--- config.mk ---
export PLATFORM = sky130hd
export DESIGN_NAME = alu_req_arbiter_flat
export DESIGN_NICKNAME = d
export VERILOG_FILES = /design/src/rtl/alu_req_arbiter_if.sv /design/src/rtl/alu_req_arbiter.sv /design/src/flat_wrapper.sv
export SDC_FILE = /design/constraint.sdc
export NUM_CORES = 1
export LEC_CHECK = 0
export ABC_AREA = 1
export BUFFER_PORTS_ARGS = -buffer_cell sky130_fd_sc_hd__buf_4
export CORE_AREA = 3 3 96 98
export CTS_CLUSTER_SIZE = 30
export DETAILED_ROUTE_END_ITERATION = 12
export DIE_AREA = 0 0 99 101
export PLACE_DENSITY = 0.79
export SLEW_MARGIN = 20
export SYNTH_ARGS = -nofsm -noshare
export SYNTH_HDL_FRONTEND = slang
export SYNTH_SLANG_ARGS = --single-unit
--- constraint.sdc ---
create_clock -name clk -period 2.6 [get_ports clk]
set_input_delay 0.26 -clock clk [delete_from_list [all_inputs] [get_ports clk]]
set_output_delay 0.26 -clock clk [all_outputs]
set_load 0.02 [all_outputs]
--- src/rtl/alu_req_arbiter_if.sv ---
// Request/ALU/response bundle for alu_req_arbiter.
// slave = arbiter side, master = requesters, ALU and response sink.
interface alu_req_arbiter_if #(
    parameter int unsigned NUM_REQ = 4,
    parameter int unsigned ID_W    = 2,
    parameter int unsigned DATA_W  = 16
);
    logic [NUM_REQ-1:0]        req_valid;
    logic [NUM_REQ-1:0]        req_ready;
    logic [3*NUM_REQ-1:0]      req_op;
    logic [DATA_W*NUM_REQ-1:0] req_num1;
    logic [DATA_W*NUM_REQ-1:0] req_num2;
    logic [DATA_W-1:0]         alu_num1;
    logic [DATA_W-1:0]         alu_num2;
    logic [2:0]                alu_sel;
    logic [DATA_W:0]           alu_result;
    logic                      resp_valid;
    logic                      resp_ready;
    logic [ID_W-1:0]           resp_id;
    logic [DATA_W:0]           resp_data;
    logic                      busy;

    modport slave (
        input  req_valid, req_op, req_num1, req_num2, alu_result, resp_ready,
        output req_ready, alu_num1, alu_num2, alu_sel, resp_valid, resp_id, resp_data, busy
    );

    modport master (
        output req_valid, req_op, req_num1, req_num2, alu_result, resp_ready,
        input  req_ready, alu_num1, alu_num2, alu_sel, resp_valid, resp_id, resp_data, busy
    );
endinterface

--- src/rtl/alu_req_arbiter.sv ---
// Round-robin arbiter sharing one combinational ALU between NUM_REQ requesters.
// Define ALU_REQ_ARBITER_STATS_EN to add the 16-bit ops_done completion counter.
module alu_req_arbiter #(
    parameter int unsigned NUM_REQ = 4,
    parameter int unsigned ID_W    = 2,
    parameter int unsigned DATA_W  = 16
) (
    input  logic                clk,
    input  logic                rst,
    alu_req_arbiter_if.slave    bus
`ifdef ALU_REQ_ARBITER_STATS_EN
    ,
    output logic [15:0]         ops_done
`endif
);

    typedef enum logic [1:0] {IDLE, EXEC, RESP} state_t;

    state_t              state;
    logic [ID_W-1:0]     rr_ptr;
    logic [ID_W-1:0]     grant;
    logic [ID_W-1:0]     grant_next;
    logic                grant_found;
    logic [2*NUM_REQ-1:0] valid_dbl;
    logic [NUM_REQ-1:0]  valid_rot;
    int unsigned         grant_sum;
    logic [2:0]          pick_op;
    logic [DATA_W-1:0]   pick_num1;
    logic [DATA_W-1:0]   pick_num2;

    // Rotate valids so bit 0 is rr_ptr; first set bit is the grant offset.
    always_comb begin
        valid_dbl   = {bus.req_valid, bus.req_valid} >> rr_ptr;
        valid_rot   = valid_dbl[NUM_REQ-1:0];
        grant_found = 1'b0;
        grant       = '0;
        grant_sum   = 0;
        for (int unsigned k = 0; k < NUM_REQ; k++) begin
            if (!grant_found && valid_rot[k]) begin
                grant_found = 1'b1;
                grant_sum   = 32'(rr_ptr) + k;
                if (grant_sum >= NUM_REQ)
                    grant_sum = grant_sum - NUM_REQ;
                grant       = ID_W'(grant_sum);
            end
        end
        grant_next = (32'(grant) == NUM_REQ - 1) ? '0 : grant + ID_W'(1);
    end

    always_comb begin
        pick_op   = '0;
        pick_num1 = '0;
        pick_num2 = '0;
        for (int unsigned i = 0; i < NUM_REQ; i++) begin
            if (grant == ID_W'(i)) begin
                pick_op   = bus.req_op[3*i +: 3];
                pick_num1 = bus.req_num1[DATA_W*i +: DATA_W];
                pick_num2 = bus.req_num2[DATA_W*i +: DATA_W];
            end
        end
    end

    always_comb begin
        bus.req_ready = '0;
        if (!rst && state == IDLE && grant_found)
            bus.req_ready[grant] = 1'b1;
    end

    always_ff @(posedge clk) begin
        if (rst) begin
            state          <= IDLE;
            rr_ptr         <= '0;
            bus.alu_num1   <= '0;
            bus.alu_num2   <= '0;
            bus.alu_sel    <= '0;
            bus.resp_id    <= '0;
            bus.resp_data  <= '0;
            bus.resp_valid <= 1'b0;
            bus.busy       <= 1'b0;
`ifdef ALU_REQ_ARBITER_STATS_EN
            ops_done       <= '0;
`endif
        end else begin
            case (state)
                IDLE: begin
                    if (grant_found) begin
                        bus.alu_sel  <= pick_op;
                        bus.alu_num1 <= pick_num1;
                        bus.alu_num2 <= pick_num2;
                        bus.resp_id  <= grant;
                        rr_ptr       <= grant_next;
                        bus.busy     <= 1'b1;
                        state        <= EXEC;
                    end
                end
                EXEC: begin
                    bus.resp_data  <= bus.alu_result;
                    bus.resp_valid <= 1'b1;
                    state          <= RESP;
                end
                RESP: begin
                    if (bus.resp_ready) begin
                        bus.resp_valid <= 1'b0;
                        bus.busy       <= 1'b0;
                        state          <= IDLE;
`ifdef ALU_REQ_ARBITER_STATS_EN
                        ops_done       <= ops_done + 16'd1;
`endif
                    end
                end
                default: begin
                    bus.busy <= 1'b0;
                    state    <= IDLE;
                end
            endcase
        end
    end

endmodule

--- src/flat_wrapper.sv ---
// flat-port wrapper written by rule: the top's interface ports become plain ports
module alu_req_arbiter_flat 
#(
    parameter int unsigned NUM_REQ = 4,
    parameter int unsigned ID_W    = 2,
    parameter int unsigned DATA_W  = 16
)
  (clk, rst, bus_req_valid, bus_req_op, bus_req_num1, bus_req_num2, bus_alu_result, bus_resp_ready, bus_req_ready, bus_alu_num1, bus_alu_num2, bus_alu_sel, bus_resp_valid, bus_resp_id, bus_resp_data, bus_busy);
  alu_req_arbiter_if #(.NUM_REQ(NUM_REQ), .ID_W(ID_W), .DATA_W(DATA_W)) bus_i ();
  input  logic clk;
  input  logic rst;
  input wire logic [$bits(bus_i.req_valid)-1:0] bus_req_valid;
  input wire logic [$bits(bus_i.req_op)-1:0] bus_req_op;
  input wire logic [$bits(bus_i.req_num1)-1:0] bus_req_num1;
  input wire logic [$bits(bus_i.req_num2)-1:0] bus_req_num2;
  input wire logic [$bits(bus_i.alu_result)-1:0] bus_alu_result;
  input wire logic [$bits(bus_i.resp_ready)-1:0] bus_resp_ready;
  output wire logic [$bits(bus_i.req_ready)-1:0] bus_req_ready;
  output wire logic [$bits(bus_i.alu_num1)-1:0] bus_alu_num1;
  output wire logic [$bits(bus_i.alu_num2)-1:0] bus_alu_num2;
  output wire logic [$bits(bus_i.alu_sel)-1:0] bus_alu_sel;
  output wire logic [$bits(bus_i.resp_valid)-1:0] bus_resp_valid;
  output wire logic [$bits(bus_i.resp_id)-1:0] bus_resp_id;
  output wire logic [$bits(bus_i.resp_data)-1:0] bus_resp_data;
  output wire logic [$bits(bus_i.busy)-1:0] bus_busy;
  assign bus_i.req_valid = bus_req_valid;
  assign bus_i.req_op = bus_req_op;
  assign bus_i.req_num1 = bus_req_num1;
  assign bus_i.req_num2 = bus_req_num2;
  assign bus_i.alu_result = bus_alu_result;
  assign bus_i.resp_ready = bus_resp_ready;
  assign bus_req_ready = bus_i.req_ready;
  assign bus_alu_num1 = bus_i.alu_num1;
  assign bus_alu_num2 = bus_i.alu_num2;
  assign bus_alu_sel = bus_i.alu_sel;
  assign bus_resp_valid = bus_i.resp_valid;
  assign bus_resp_id = bus_i.resp_id;
  assign bus_resp_data = bus_i.resp_data;
  assign bus_busy = bus_i.busy;
  alu_req_arbiter #(.NUM_REQ(NUM_REQ), .ID_W(ID_W), .DATA_W(DATA_W)) u_core (.clk(clk), .rst(rst), .bus(bus_i));
endmodule
==> metrics.md, run 1 <==
| Metric | Value |
|---|---|
| Status | finished, final reports clean |
| Die Width | 99 µm |
| Final critical-path required period | 2560 ps |
| Post-Route WL | 13,800 µm |
| Logic pwr share | 77.2% |
| Placed Area | 5400 µm² |
| Drt pass-1 iters | 5 |
| CTS root buffer | clkbuf_8 |
| DPL Wire Length | 10,000 µm |
| Power per cell area | 1770 nW/µm² |
| Worst-Skew Late Latency | 340 ps |
| Net Count, Synth | 766 |
| Clk pwr share | 9.1% |
| Worst hold stages | 2 |
| DRC | 0 |
| Area growth syn-to-layout | 67.0% |
| Final hold viol count | 0 |
| CTS HTree Levels | 3 |
| # IOs | 224 |
| Antenna violations before repair | 0 |
| Vias in the first global route | 4,312 |
| Yosys warns | 0 |
| Internal | 5.45 mW |
| Drt wl/cell | 14.7 µm |
| CP Capture Type | output port |
| CTS tree | done |
| Non-filler instance count after layout | 936 |
| Die Y-Extent | 101 µm |
| Initial core utilization | 41.9% |
| RSZ-0062 raised after global routing | true |
| Least-Margin Pin Slew | 531 ps |
| Reg2reg path depth | 24 |
| Port Buf Inserts | 223 |
| GPL Wtd Cong | 0.989 |
| Std cell rows | 34 |
| Hold-fix buffers, CTS | 0 |
| Sequential Power Share | 13.7% |
| Clock transition at the registers of the reported paths | 70 ps |
| Antenna diode count | 0 |
| First-pass GRT wire length | 20,400 µm |
| Post-layout util | 69.9% |
| Number of placed instances, taps included | 907 |
| Largest net degree at the start of global routing | 55 |
| P_leak | 3.21 nW |
| Library cells used by synthesis | 28 |
| Hold path startpoint | rst |
| Nets | 992 |
| Capturing point of the worst reg2reg path | u_core.bus.alu_num2[14] |
| Final instance area | 5980 µm² |
| Period utilisation layout | 98.5% |
| Starting DRT DRC Count | 214 |
| Register area share after synthesis | 33.5% |
| Vias/cell | 4.97 |
| Yosys reg bits | 60 |
| Routed via count | 4,655 |
| Total global-route track usage | 25.2% |
| Max_cap viols | 0 |
| Mapped Cells | 598 |
| Final setup viols | 0 |
| Hold endpoint | u_core.bus.resp_id[0] |
| FF-to-FF Start | u_core.rr_ptr[0] |
| FMAX | 390 MHz |
| Final Skew | 7.51 ps |
| Die area | 10000 µm² |
| Crit Path Class | reg2out |
| Layout cells sized above 1 | 38.5% |
| Final Max Slew Viols | 0 |
| Worst Path Required | 2340 ps |
| Gr ovfl total | 0 |
| Psw | 5.13 mW |
| Synth area leaders | dfxtp_1 34%, nand2_1 21%, nor2_1 12% |
| Mean Syn Cell Area | 5.99 µm² |
| R2R Setup Slk | 70 ps |
| Total CTS buffers | 9 |
| VDD IR max | 739 µV |
| Sw frac | 48.5% |
| Slew Limit Headroom | 64.6% |
| Hold crit path type | in2reg |
| Worst EP arrival | 2300 ps |
| Crit path max fanout | 17 |
| Core area | 8550 µm² |
| CP Launch Type | register |
| Area share of the largest cell type after synthesis | 33.5% |
| CTS Buffer Depth | 2 |
| Final antenna-violating net count | 0 |
| Cell Area, Synth | 3580 µm² |
| Clock sinks | 60 |
| Synth area leader | dfxtp_1 |
==> registers in the layout, indices dropped and copies added, names as in the netlist <==
signal                 count
u_core.bus.alu_num1       16
u_core.bus.alu_num2       16
u_core.bus.alu_sel         3
u_core.bus.busy            1
u_core.bus.resp_data      17
u_core.bus.resp_id         2
u_core.bus.resp_valid      1
u_core.rr_ptr              2
u_core.state               2
==> final cells by class <==
class / count / area, µm²
fillers: 755 / 2570
multi-input cells: 478 / 2230
repair buffers: 253 / 2090
flip-flops and latches: 60 / 1200
clock buffers: 11 / 151
well taps: 108 / 135
inverters: 22 / 98.8
clock inverters: 4 / 72.6
==> power by group through the flow <==
stage	Sequential, mW	Combinational [mW]	Clock, mW
after CTS	1.44	7.12	0.981
after detailed placement	1.46	6.86	0
final	1.45	8.16	0.968
after global routing	1.49	9.17	1.02
after floorplan	1.79	4.43	0
after global placement	1.45	6.71	0
==> per-layer routing <==
| layer | GRT usage, % | up-vias | wire, µm |
|---|---|---|---|
| li1 | - | 2356 | - |
| met1 | 28.6 | 2063 | 5230 |
| met2 | 45.4 | 209 | 6960 |
| met3 | 8.10 | 27 | 1340 |
| met4 | 7.14 | 0 | 263 |
| met5 | 0 | - | 0 |
==> layout by cell type (no fill, tap or decap), types with 4 or more instances in the layout <==
cell	n
buf_4	239
nand2_1	190
nor2_1	111
dfxtp_1	58
o21ai_0	51
a21oi_1	37
o21ai_1	35
nand2_2	12
inv_1	11
clkbuf_8	11
buf_12	9
nand3_1	7
inv_2	6
nand2_4	5
nand3_2	4
nor2_2	4
==> worst max-delay path: stages, from the launching register on <==
cell      delay (ps)
dfxtp_2          330
buf_12           140
clkinv_8          70
nand2_4           70
nand3_4           80
nand2_4           80
inv_4             80
nand2_2           60
nor2_2           130
nand3b_1         130
nand2_2          110
ha_2             200
inv_2             80
buf_12           160
nor2_1           100
buf_4            160
==> through the flow <==
stage,total power [mW],setup TNS (ps),hold slack [ps],setup slack (ps)
floorplan,6.21,0,329,164
global placement,8.16,0,454,84.4
detailed placement,8.32,-62.9,456,-36.9
CTS,9.54,-1.43,110,-0.862
global route,11.7,-2800,121,-119
finish,10.6,0,118,38.1
==> cells by family (layout without fill, tap and decap cells) <==
kind of cell / Yosys count / in the layout / share of synthesized area (%)
simple gates: 342 / 342 / 38.2
compound gates: 131 / 131 / 18.4
flops: 60 / 60 / 33.5
buf+inv: 60 / 290 / 8.17
fa+ha+maj: 4 / 4 / 1.40
xor+xnor: 1 / 1 / 0.245
==> cell usage after synthesis, drive strengths merged <==
| cell | count |
|---|---|
| nand2 | 207 |
| nor2 | 116 |
| o21ai | 89 |
| dfxtp | 60 |
| a21oi | 40 |
| clkbuf | 20 |
| inv | 20 |
| buf | 18 |
| nand3 | 14 |
| ha | 4 |
| clkinv | 2 |
| nand3b | 2 |
| nand4 | 2 |
| a21o | 1 |
| a31oi | 1 |
| and2 | 1 |
| xor2 | 1 |
==> worst max-delay path by stage <==
stage                                 from                       to  slack [ps]  depth (start not counted)
after floorplan           u_core.rr_ptr[0]  u_core.bus.alu_num1[15]         160                         23
after global placement    u_core.rr_ptr[1]  u_core.bus.alu_num2[10]          80                         19
after detailed placement  u_core.rr_ptr[1]  u_core.bus.alu_num2[10]         -40                         20
after CTS                 u_core.rr_ptr[0]         bus_req_ready[3]        -0.9                         15
after global routing      u_core.rr_ptr[0]         bus_req_ready[2]        -120                         14
final                     u_core.rr_ptr[0]         bus_req_ready[2]          40                         15
==> repair_timing <==
action	CTS	global route
setup endpoints to repair	10	39
pin swaps	0	17
setup buffers	1	9
cloned	1	3
gates resized for setup	7	54
No activity file was read; power rests on OpenSTA's default activity.
==> run 2: changes to the inputs <==
--- a/config.mk
+++ b/config.mk
@@ -7,11 +7,12 @@
 export LEC_CHECK = 0
 export ABC_AREA = 1
 export BUFFER_PORTS_ARGS = -buffer_cell sky130_fd_sc_hd__buf_4
-export CORE_AREA = 3 3 96 98
+export CORE_AREA = 3 3 94 96
+export CTS_BUF_LIST = sky130_fd_sc_hd__clkbuf_2 sky130_fd_sc_hd__clkbuf_4 sky130_fd_sc_hd__clkbuf_8
 export CTS_CLUSTER_SIZE = 30
 export DETAILED_ROUTE_END_ITERATION = 12
-export DIE_AREA = 0 0 99 101
-export PLACE_DENSITY = 0.79
+export DIE_AREA = 0 0 97 99
+export PLACE_DENSITY = 0.82
 export SLEW_MARGIN = 20
 export SYNTH_ARGS = -nofsm -noshare
 export SYNTH_HDL_FRONTEND = slang
==> run 2 against run 1 <==
Effect of this change: clock power fell by 4.1%; sequential power about the same; power increased by 4.8%; the run now ends with negative setup slack left; clock skew grew 2.2 ps.
==> metrics.md, run 2 (synthesis gave the netlist of run 1 again) <==
| Metric | Value |
|---|---|
| Max_cap viols | 0 (unchanged) |
| First-pass GRT wire length | 21,600 µm (+5.7%) |
| Largest registers | u_core.bus.resp_data: 17 flops, u_core.bus.alu_num1: 16 flops, u_core.bus.alu_num2: 16 flops |
| Reg2reg path depth | 25 (+4.2%) |
| Register Area | 1210 µm² (+0.21%) |
| Power per cell area | 1830 nW/µm² (+3.2%) |
| Final WS setup | -112 ps (-150 ps) |
| CP Capture Type | register |
| Crit path max fanout | 7 (-10) |
| Area of the multi-input gates | 2270 µm² (+2.0%) |
| RSZ-0062 raised after global routing | true |
| Vias in the first global route | 4,542 (+5.3%) |
| Antenna diode count | 0 (unchanged) |
| DP Worst Slack | -87.7 ps (-50.8 ps) |
| Antenna violations before repair | 0 (unchanged) |
| GPL Wtd Cong | 0.964 (-2.5%) |
| Clock sinks | 60 (unchanged) |
| Non-filler instance count after layout | 942 (+0.64%) |
| Initial core utilization | 44.0% (+2.1 points) |
| Least-Margin Pin Slew | 542 ps (+10.3 ps) |
| Largest register FFs | 17 (unchanged) |
| Hold path startpoint | rst |
| Period utilisation layout | 104% (+5.8 points) |
| VDD IR max | 994 µV (+34%) |
| Largest net degree at the start of global routing | 55 (unchanged) |
| DPL Wire Length | 9910 µm (-0.92%) |
| Vias/cell | 5.09 (+2.4%) |
| # IOs | 224 (unchanged) |
| DRC | 0 (unchanged) |
| Hold crit path type | in2reg |
| Nets | 1,000 (+0.81%) |
| Grt met2 use | 50.3% (+4.9 points) |
| Most frequent cells in the layout | 247 x buf_4, 194 x nand2_1, 111 x nor2_1 |
| Core area | 8130 µm² (-4.9%) |
| Slew Limit Headroom | 63.9% (-0.69 points) |
| Clock transition at the registers of the reported paths | 80 ps (about the same) |
| Starting DRT DRC Count | 251 (+17%) |
| CTS Buffer Depth | 2 (unchanged) |
| Die Width | 97 µm (-2.0%) |
| Largest register by flop count | u_core.bus.resp_data |
| Layout cells sized above 1 | 38.5% (-0.056 points) |
| Drt pass-1 iters | 5 (unchanged) |
| Final antenna-violating net count | 0 (unchanged) |
| Final hold viol count | 0 (unchanged) |
| CTS HTree Levels | 3 (unchanged) |
| P_leak | 3.26 nW (+1.5%) |
| Worst-Skew Late Latency | 340 ps (about the same) |
| CP Launch Type | register |
| Hold-fix buffers, CTS | 0 (unchanged) |
| Std cell rows | 33 (-2.9%) |
| Worst hold stages | 2 (unchanged) |
| Final Skew | 9.72 ps (+2.21 ps) |
| Final critical-path required period | 2710 ps (+150 ps) |
| Met1 Use GR | 30.3% (+1.7 points) |
| Crit Path Class | reg2reg |
| Filler instances | 642 (-15%) |
| Post-Route Setup TNS | -859 ps (-859 ps) |
| Global Route met3 Usage | 7.86% (-0.24 points) |
| Worst Path Required | 2870 ps (+530 ps) |
| Worst EP arrival | 2980 ps (+680 ps) |
| Drt wl/cell | 15.8 µm (+7.0%) |
| Gr ovfl total | 0 (unchanged) |
| Final Max Slew Viols | 0 (unchanged) |
| Number of placed instances, taps included | 902 (-0.55%) |
| Routed via count | 4,796 (+3.0%) |
| GR peak layer | met2 |
| Die Y-Extent | 99 µm (-2.0%) |
| Total CTS buffers | 9 (unchanged) |
| Hold endpoint | u_core.bus.resp_id[0] |
| FF-to-FF Start | u_core.rr_ptr[0] |
| Post-Route WL | 14,900 µm (+7.7%) |
| Final setup viols | 25 (+25) |
| FMAX | 369 MHz (-5.5%) |
| Failing checks | negative setup slack |
| Commonest non-fill, non-tap cell in the layout | buf_4 |
| CTS tree | done |
| Die area | 9600 µm² (-4.0%) |
| Area growth syn-to-layout | 69.5% |
| Status | complete, but fails checks |
| CTS root buffer | clkbuf_8 |
| Post-layout util | 74.7% (+4.7 points) |
| Port Buf Inserts | 223 (unchanged) |
| R2R Setup Slk | -110 ps (-180 ps) |
| Capturing point of the worst reg2reg path | u_core.bus.alu_num1[9] |
| Total global-route track usage | 27.5% (+2.3 points) |
## run 2: changes by cell type in the layout (fill, tap and decap cells not counted), moves of 4 or more
cell / previous run / this run
buf_4: 239 / 247
nand2_2: 12 / 5
o21ai_0: 51 / 59
o21ai_1: 35 / 30
nand2_1: 190 / 194
## run 2: area by class of cell
class	count	share of cell area, %
Clock buffer	9	2.04
Clock inverter	7	1.50
Inverter	22	1.65
Multi-Input combinational cell	478	37.4
Sequential cell	60	19.9
Tap cell	105	2.16
Timing Repair Buffer	261	35.4
## run 2: report_power, final
| part | internal [mW] | switching (mW) |
|---|---|---|
| combinational | 3.82 | 4.89 |
| sequential | 1.27 | 0.192 |
| clock | 0.536 | 0.392 |
| total | 5.62 | 5.47 |
## run 2: metrics by stage
step           hold WS [ps]  power, mW  instance area, µm²
2_1_floorplan           329       6.21                3580
3_3_place_gp            459       7.89                5330
3_5_place_dp            469       8.14                5330
4_1_cts                 108       9.75                5680
5_1_grt                 107       12.1                6070
6_report                115       11.1                6070
## run 2: how the worst max path moves through the flow
stage | slack (ps) | end | from
after floorplan | 160 | u_core.bus.alu_num1[15] | u_core.rr_ptr[0]
after global placement | 150 | u_core.bus.alu_num2[9] | u_core.rr_ptr[0]
final | -110 | u_core.bus.alu_num1[9] | u_core.rr_ptr[0]
after CTS | -1 | u_core.bus.alu_num2[8] | u_core.rr_ptr[0]
after global routing | -260 | u_core.bus.alu_num1[9] | u_core.rr_ptr[0]
after detailed placement | -90 | u_core.bus.alu_num2[8] | u_core.rr_ptr[0]
## run 2: worst max-delay path: stages, from the launching register on
cell      delay [ps]
dfxtp_4          370
buf_6            130
clkinv_8          90
nand2_4           80
nand3_2           90
nand2_4          120
inv_4             60
nand3_1           70
nand3_1           90
nand2_1          140
nand2_2           90
inv_2            100
ha_4             140
inv_4             40
nor2_4            90
buf_12           150
buf_12           120
buf_4            110
nand2_1           40
nand2_1           60
o21ai_0           80
nand2_1           60
o21ai_1           70
nand2_1           70
nand2_1           50
nor2_1           110
## run 2: what timing repair did
| action | 4_1_cts | 5_1_grt |
|---|---|---|
| gates cloned | 2 | 4 |
| setup endpoints to repair | 34 | 39 |
| resized for setup | 15 | 47 |
| setup buffers | 3 | 16 |
| pin swaps | 1 | 11 |
## run 2: per-layer routing
| layer | up-vias | routed length (µm) |
|---|---|---|
| met5 | - | 0 |
| li1 | 2370 | - |
| met2 | 243 | 7360 |
| met4 | 0 | 472 |
| met3 | 45 | 1250 |
| met1 | 2138 | 5770 |
==> run 3: changes to the inputs <==
--- a/config.mk
+++ b/config.mk
@@ -13,6 +13,8 @@
 export DETAILED_ROUTE_END_ITERATION = 12
 export DIE_AREA = 0 0 97 99
 export PLACE_DENSITY = 0.82
+export RECOVER_POWER = 25
+export SKIP_LAST_GASP = 1
 export SLEW_MARGIN = 20
 export SYNTH_ARGS = -nofsm -noshare
 export SYNTH_HDL_FRONTEND = slang
==> run 3 against run 2 <==
Effect of this change: the flow still finishes with violations (negative setup slack); clock power is essentially flat; clock-buffer cell count is the same; first-iteration DRC count shrank 15%; critical path type unchanged.
==> metrics.md, run 3 (synthesis gave the netlist of run 1 again) <==
| Metric | Value |
|---|---|
| VDD IR max | 1010 µV (+1.2%) |
| Final antenna-violating net count | 0 (unchanged) |
| DPL Wire Length | 9910 µm (unchanged) |
| Final Max Slew Viols | 0 (unchanged) |
| Failing checks | negative setup slack |
| Vias/cell | 5.10 (+0.25%) |
| Drt wl/cell | 15.7 µm (-0.44%) |
| Die Width | 97 µm (unchanged) |
| CTS HTree Levels | 3 (unchanged) |
| Core area | 8130 µm² (unchanged) |
| CTS root buffer | clkbuf_8 |
| Clock transition at the registers of the reported paths | 80 ps (about the same) |
| First-pass GRT wire length | 21,600 µm (unchanged) |
| DP Worst Slack | -87.7 ps (unchanged) |
| Nets | 1,000 (unchanged) |
| Power per cell area | 1840 nW/µm² (+0.48%) |
| Slew Limit Headroom | 64.2% (+0.33 points) |
| Largest register by flop count | u_core.bus.resp_data |
| Reg2reg path depth | 25 (unchanged) |
| FMAX | 370 MHz (+0.46%) |
| Placed Area | 5330 µm² (unchanged) |
| Antenna diode count | 0 (unchanged) |
| Antenna violations before repair | 0 (unchanged) |
| Starting DRT DRC Count | 214 (-15%) |
| Worst Path Required | 2870 ps (about the same) |
| Post-Route WL | 14,800 µm (-0.44%) |
| Layout cells sized above 1 | 36.1% (-2.4 points) |
| RSZ-0062 raised after global routing | true |
| Crit Path Class | reg2reg |
| Initial core utilization | 44.0% (unchanged) |
| Crit path launch | u_core.rr_ptr[0] |
| Final Skew | 9.70 ps (-0.0238 ps) |
| DRC | 0 (unchanged) |
| Area growth syn-to-layout | 67.4% |
| Drt pass-1 iters | 5 (unchanged) |
| PnR Total Power | 11.0 mW (-0.76%) |
| CP Capture Type | register |
| Port Buf Inserts | 223 (unchanged) |
| Period utilisation layout | 104% (-0.48 points) |
| Largest registers | u_core.bus.resp_data: 17 flops, u_core.bus.alu_num1: 16 flops, u_core.bus.alu_num2: 16 flops |
| Std cell rows | 33 (unchanged) |
| Number of placed instances, taps included | 902 (unchanged) |
| Area of the multi-input gates | 2270 µm² (unchanged) |
| Largest register FFs | 17 (unchanged) |
| Total CTS buffers | 9 (unchanged) |
| Die area | 9600 µm² (unchanged) |
| # IOs | 224 (unchanged) |
| Register Area | 1210 µm² (unchanged) |
| Status | complete, but fails checks |
| Capturing point of the worst reg2reg path | u_core.bus.alu_num1[9] |
| Most frequent cells in the layout | 227 x buf_4, 194 x nand2_1, 111 x nor2_1 |
| Max_cap viols | 0 (unchanged) |
| Filler instances | 668 (+4.0%) |
| FF-to-FF Start | u_core.rr_ptr[0] |
| Final WS setup | -99.7 ps (+12.5 ps) |
| Least-Margin Pin Slew | 537 ps (-4.93 ps) |
| Final hold viol count | 0 (unchanged) |
| Vias in the first global route | 4,542 (unchanged) |
| Worst EP arrival | 2970 ps (about the same) |
| Worst-Skew Late Latency | 340 ps (about the same) |
| Die Y-Extent | 99 µm (unchanged) |
| CTS tree | done |
| CP endpoint | u_core.bus.alu_num1[9] |
| GPL Wtd Cong | 0.964 (unchanged) |
| Crit path max fanout | 7 (unchanged) |
| CP Launch Type | register |
| Final setup viols | 23 (-8.0%) |
| Hold-fix buffers, CTS | 0 (unchanged) |
| Commonest non-fill, non-tap cell in the layout | buf_4 |
| P_leak | 3.18 nW (-2.5%) |
| Final instance area | 6000 µm² (-1.2%) |
| Non-filler instance count after layout | 942 (unchanged) |
| Hold crit path type | in2reg |
| CTS Buffer Depth | 2 (unchanged) |
| Largest net degree at the start of global routing | 55 (unchanged) |
| Routed via count | 4,808 (+0.25%) |
| Final critical-path required period | 2700 ps (-12.5 ps) |
| R2R Setup Slk | -100 ps (about the same) |
| Gr ovfl total | 0 (unchanged) |
| Total global-route track usage | 27.5% (unchanged) |
| Post-layout util | 73.7% (-0.92 points) |
| Clock sinks | 60 (unchanged) |
-- run 3: cell types whose count changed in the layout (fill, tap and decap cells not counted), sizes merged --
cell	before	now
clkbuf	13	33
buf	256	236
-- run 3: report_power, final --
group,total [mW],internal (mW),switching (mW)
clock network,0.928,0.536,0.392
logic,8.62,3.74,4.88
registers,1.46,1.27,0.190
total,11.0,5.54,5.47
-- run 3: per-stage QoR --
step / setup TNS [ps] / hold WS (ps)
after global placement: 0 / 459
after global routing: -6230 / 107
after detailed placement: -457 / 469
after floorplan: 0 / 329
after CTS: -2.14 / 108
final: -760 / 115
-- run 3: layout make-up --
cell class,instances,share of cell area (%)
Multi-Input combinational cell,478,37.9
Sequential cell,60,20.1
Clock buffer,9,2.07
Timing Repair Buffer,261,34.6
Clock inverter,7,1.52
Inverter,22,1.67
Tap cell,105,2.19
-- run 3: metal layers --
| layer | track usage, % | share of wire (%) | up-vias |
|---|---|---|---|
| met3 | 7.86 | 8.6 | 43 |
| met2 | 50.3 | 49 | 236 |
| li1 | - | - | 2369 |
| met1 | 30.3 | 39 | 2160 |
| met4 | 10.0 | 3.1 | 0 |
| met5 | 0 | 0 | - |
-- run 3: how the worst min path moves through the flow --
| stage | from | to | slack (ps) | depth (start not counted) |
|---|---|---|---|---|
| after detailed placement | u_core.bus.resp_id[0] | u_core.bus.resp_id[0] | 470 | 2 |
| after global routing | bus_resp_ready | u_core.bus.resp_valid | 110 | 2 |
| after floorplan | rst | u_core.bus.resp_id[0] | 330 | 1 |
| after CTS | rst | u_core.bus.resp_id[0] | 110 | 2 |
| final | rst | u_core.bus.resp_id[0] | 120 | 2 |
| after global placement | u_core.bus.resp_id[0] | u_core.bus.resp_id[0] | 460 | 2 |
-- run 3: worst max-delay path: stages (launching register included) --
cell and delay (ps):
dfxtp_4 370, buf_6 130, clkinv_8 90, nand2_4 80, nand3_2 90, nand2_4 120, inv_4 60, nand3_1 70
nand3_1 90, nand2_1 140, nand2_2 90, inv_2 100, ha_4 140, inv_4 40, nor2_4 90, buf_12 150
buf_12 120, buf_4 100, nand2_1 40, nand2_1 50, o21ai_0 80, nand2_1 60, o21ai_1 70, nand2_1 70
nand2_1 50, nor2_1 110
-- run 3: timing repair --
action	CTS	global route
pin swaps	1	11
gates resized for setup	15	47
setup buffers	3	16
endpoints found under the setup margin	34	39
cloned	2	4
